===== config.mk =====
export PLATFORM = sky130hd
export DESIGN_NAME = fetch_stage
export DESIGN_NICKNAME = d
export VERILOG_FILES = /design/src/rtl/fetch_stage.sv
export SDC_FILE = /design/constraint.sdc
export NUM_CORES = 1
export LEC_CHECK = 0
export CAP_MARGIN = 20
export CORE_AREA = 2 2 96 135
export DETAILED_ROUTE_END_ITERATION = 7
export DIE_AREA = 0 0 98 137
export MAX_ROUTING_LAYER = met4
export PLACE_DENSITY = 0.85
export SETUP_SLACK_MARGIN = 0.5
export SKIP_LAST_GASP = 1
export SLEW_MARGIN = 15
export SYNTH_ARGS = -nofsm -noshare
export SYNTH_HDL_FRONTEND = slang
export SYNTH_SLANG_ARGS = --single-unit

===== constraint.sdc =====
create_clock -name clk -period 8.5 [get_ports clk]
set_input_delay 1.275 -clock clk [delete_from_list [all_inputs] [get_ports clk]]
set_output_delay 1.275 -clock clk [all_outputs]
set_load 0.02 [all_outputs]

===== src/rtl/fetch_stage.sv =====
// Instruction-fetch stage: program counter, next-PC select and IF/ID register.
// A fetch-address fault parks the stage in HALT until reset.
//
// state | meaning
// RUN   | fetching; PC advances unless stalled
// HALT  | fetch fault seen; PC frozen, ID fed nops until reset
module fetch_stage #(
  parameter logic [31:0] PC_RESET = 32'h0000_3000,
  parameter int          IM_WORDS = 1024
) (
  input  logic        clk,
  input  logic        reset,
  input  logic        stall,
  input  logic [1:0]  npc_sel,
  input  logic [31:0] branch,
  input  logic [25:0] instr_index,
  input  logic [31:0] jr_addr,
  input  logic [31:0] instr_IF,
  output logic [31:0] pc_IF,
  output logic [31:0] pc_a4,
  output logic [31:0] instr_ID,
  output logic [31:0] pc_ID,
  output logic        bd_ID,
  output logic        fetch_err,
  output logic        halted
);

  typedef enum logic {RUN, HALT} state_t;

  localparam logic [32:0] PC_LIMIT = {1'b0, PC_RESET} + 33'(4 * IM_WORDS);

  state_t      state;
  logic [31:0] npc;

  assign pc_a4     = pc_IF + 32'd4;
  assign fetch_err = (pc_IF[1:0] != 2'b00) || (pc_IF < PC_RESET) ||
                     ({1'b0, pc_IF} >= PC_LIMIT);

  always_comb begin
    npc = pc_a4;
    case (npc_sel)
      2'd0: npc = pc_a4;
      2'd1: npc = branch;
      2'd2: npc = {pc_ID[31:28], instr_index, 2'b00};
      2'd3: npc = jr_addr;
      default: npc = pc_a4;
    endcase
  end

  always_ff @(posedge clk or posedge reset) begin
    if (reset) begin
      state    <= RUN;
      pc_IF    <= PC_RESET;
      instr_ID <= 32'd0;
      pc_ID    <= 32'd0;
      bd_ID    <= 1'b0;
      halted   <= 1'b0;
    end else begin
      case (state)
        RUN: begin
          if (!stall) begin
            if (fetch_err) begin
              // faulting address stays on pc_IF for post-mortem inspection
              state    <= HALT;
              halted   <= 1'b1;
              instr_ID <= 32'd0;
              pc_ID    <= pc_IF;
              bd_ID    <= 1'b0;
            end else begin
              pc_IF    <= npc;
              instr_ID <= instr_IF;
              pc_ID    <= pc_IF;
              bd_ID    <= (npc_sel != 2'd0);
            end
          end
        end
        HALT: begin
          instr_ID <= 32'd0;
          bd_ID    <= 1'b0;
        end
        default: begin
          state  <= HALT;
          halted <= 1'b1;
        end
      endcase
    end
  end

endmodule


==> results.md <==
| Parameter | Reported | Unit |
|---|---|---|
| Worst hold path class | reg -> reg | - |
| Number of rows in the core area | 48 | - |
| Net Switching | 0.000300 | W |
| Highest fanout seen on the critical path | 11 | - |
| Final antenna-violating net count | 0 | - |
| Area fraction of the dominant cell type after synthesis | 46.0 | % |
| Min Tclk post-route | 4.20 | ns |
| Outcome | complete, no violations | - |
| Area of the multi-input gates | 2490 | um2 |
| Final worst clock skew | 0.0110 | ns |
| Fillcell total | 961 | - |
| Clock tree from TritonCTS | done | - |
| Sequential element share of the synthesized area | 47.0 | % |
| Cell total after placement | 887 | - |
| Synth Net Count | 649 | - |
| Number of failing setup endpoints in the final timing report | 0 | - |
| Number of instances resized during post-cts repair | 0 | - |
| Number of pins with negative max-slew slack in the final report | 0 | - |
| Number of sinks handled by clock tree synthesis | 99 | - |
| Total negative slack | 0 | ns |
| Top library cells by usage in the layout, fill and taps aside | clkdlybuf4s50_1 (256), nand2_1 (104), dfrtp_1 (97) | - |
| P per Cell Area | 142 | nW/um2 |
| Dominant cells by area after synthesis | dfrtp_1 (46%), nand2_1 (7.4%), a22o_1 (5.5%) | - |
| Core Footprint | 12,200 | um2 |
| GRT Util Overall | 26.9 | % |
| Pin count of the biggest net entering global routing | 57 | - |
| First-pass GRT wire length | 27.5 | mm |
| Internal Dissipation | 0.000852 | W |
| Register cell area after layout | 2480 | um2 |
| CP Data Arrival Time | 2.92 | ns |
| Mean routed wirelength per cell | 19.3 | um |
| Final hold vios | 0 | - |
| Switching part of the total | 26.0 | % |
| Sequential cell fraction of total power | 44.8 | % |
| Max Freq | 238 | MHz |
| CTS max path bufs | 2 | - |
| Largest area contributor in the netlist | dfrtp_1 | - |
| Post-CTS setup buffers | 0 | - |
| Layout Cells excl Fill | 904 | - |
| Library cell used as clock root buffer | clkbuf_16 | - |
| Worst slew slack as a fraction of its limit | 44.7 | % |
| Number of synthesized register bits | 99 | - |
| Diodes inserted | 0 | - |
| Floorplan die width | 98 | um |
| TritonCTS Buffers | 9 | - |
| Final Net Count | 878 | - |
| Post-detailed-placement half-perimeter wirelength | 13.3 | mm |
| Starting Density | 43.2 | % |
| IO Port Bufs | 257 | - |
| Vias in the first global route | 5,141 | - |
| Part of the total power dissipated in combinational logic | 20.1 | % |
| Clock transition time at the flip-flop clock pins of the worst setup and hold paths | 0.06 | ns |
| Worst Tran Pin Value | 0.829 | ns |
| Most common library cell in the layout ignoring fill and taps | clkdlybuf4s50_1 | - |
| First-pass iteration count of the detailed router | 5 | - |
| Placed cell areas | 7800 | um2 |
| Share of cells above drive strength 1 | 10.1 | % |
| Per-instance average area after synthesis | 10.1 | um2 |
| Fin area | 8110 | um2 |
| Total length of routed wires | 17.4 | mm |
| Via count normalized by instance count | 5.57 | - |
| Final period utilization | 49.4 | % |
| Crit start category | register | - |
| Remaining global-route overflow | 0 | - |
| Synthesis Warnings | 0 | - |
| Initial drt markers | 325 | - |
| RD Place Congestion | 0.913 | - |
| Max-cap violation count | 0 | - |
| Critical path type | reg -> out | - |
| Number of antenna violations at the first check in global routing | 0 | - |
| Post-synth design cell area | 5270 | um2 |
| Die footprint | 13,400 | um2 |
| Top-level I/O count | 258 | - |
| Final total power | 0.00115 | W |
| Static leakage | 3.52 | nW |
| Sort of element at the end of the critical path | output port | - |
| Unique cell type count in the Yosys netlist | 53 | - |
| # DRC | 0 | - |
| Setup repair after global routing missed its margin | no | - |
| Area Overhead vs Synth | 53.8 | % |
| Via Count | 5,032 | - |
| Clock network fraction of design power | 35.2 | % |
| Req. time, crit path | 7.22 | ns |
| Number of cells produced by synthesis | 520 | - |
| Number of buffers inserted by hold repair at cts | 0 | - |
| Vertical extent of the die | 137 | um |
| Skew-Pair Late Insertion Delay | 0.34 | ns |
| Peak ir drop on the vdd network | 0.0867 | mV |
| CTS H-Tree Depth | 3 | - |
## sequential cells by signal, indices dropped and copies added, names as in the netlist
signal,cells
state,1
pc_IF,32
halted,1
pc_ID,32
instr_ID,32
bd_ID,1
## power by group through the flow
stage               Sequential [W]  Clock [W]  Combinational, W
finish                    0.000516   0.000405          0.000231
global route              0.000519   0.000432          0.000246
CTS                       0.000516   0.000412          0.000232
detailed placement        0.000524          0          0.000231
global placement          0.000523          0          0.000227
floorplan                 0.000535          0         0.0000847
## logic make-up (layout without fill, tap and decap cells)
group                    count (synthesis)  in the layout  share of synthesized area [%]
flip-flops                              99             99                           47.0
AND/OR/NAND/NOR                        188            188                           17.4
AO/OA/AOI/OAI                          115            115                           16.2
buffers and inverters                   53            287                           5.86
XOR/XNOR                                28             28                           4.65
adder cells (fa/ha/maj)                  2              2                          0.475
multiplexers                            35             35                           8.35
## Yosys cell counts, drive strengths merged
library cell  instances
buf                  25
nand2               104
o31a                  1
nand3                15
xor2                 16
o31ai                 6
nor2b                 2
o211ai                2
mux2                 12
a22oi                 6
o21ai                15
nor3                  8
a221oi                1
clkbuf               22
a22o                 33
mux2i                17
nand4                 7
inv                   6
o221ai                3
o21a                  2
a21o                  1
ha                    2
a2bb2oi               1
o2bb2ai               3
and4                  5
o21bai                7
xnor2                12
and3                  5
nand2b                1
or3                   2
a31oi                 3
dfstp                 2
or4                   2
and2                  2
o41ai                 1
nor2                 24
or2                   4
mux4                  6
a31o                 14
a21oi                16
dfrtp                97
nor4                  7
## metal layers
metal,global-route usage (%),vias up,part of all wire (%)
li1,-,2314,-
met1,30.3,2371,37
met2,46.2,285,52
met3,3.98,62,6.1
met4,14.3,0,4.9
met5,-,-,0
## worst max-delay path, cell delays in order, from the launching register on
cell             delay (ns)
dfrtp_1                0.44
ha_1                   0.27
nand4_2                0.16
or4_4                  0.67
nor3_2                 0.23
xor2_1                 0.18
clkdlybuf4s50_1        0.63
## area by class of cell
class / count / share of cell area (%)
well taps: 150 / 2.31
clock inverters: 5 / 0.648
inverters: 6 / 0.309
repair buffers: 265 / 32.4
flip-flops and latches: 99 / 30.6
clock buffers: 11 / 2.99
multi-input cells: 368 / 30.7
## final timing paths
path / slack [ns] / end / cells past startpoint / from
hold / removal: 0.48 / pc_ID[15]$_DFFE_PP0P_ / 2 / pc_ID[15]$_DFFE_PP0P_
min in group asynchronous: 1.35 / instr_ID[4]$_DFFE_PP0P_ / 2 / reset
setup reg to reg: 5.81 / pc_IF[4]$_DFFE_PP0P_ / 5 / pc_IF[29]$_DFFE_PP0P_
hold reg to reg: 0.48 / pc_ID[15]$_DFFE_PP0P_ / 2 / pc_ID[15]$_DFFE_PP0P_
max in group asynchronous: 6.04 / instr_ID[6]$_DFFE_PP0P_ / 3 / reset
setup / recovery: 4.30 / pc_a4[30] / 6 / pc_IF[2]$_DFFE_PP0P_
## stage by stage
stage	hold slack (ns)	utilization [%]	setup WS (ns)
4_1_cts	0.482	66.4	4.30
6_report	0.476	66.5	4.30
5_1_grt	0.497	66.5	4.16
3_5_place_dp	0.467	64.0	4.35
2_1_floorplan	0.482	-	4.64
3_3_place_gp	0.463	64.0	4.41
(Power assumes the default switching activity.)
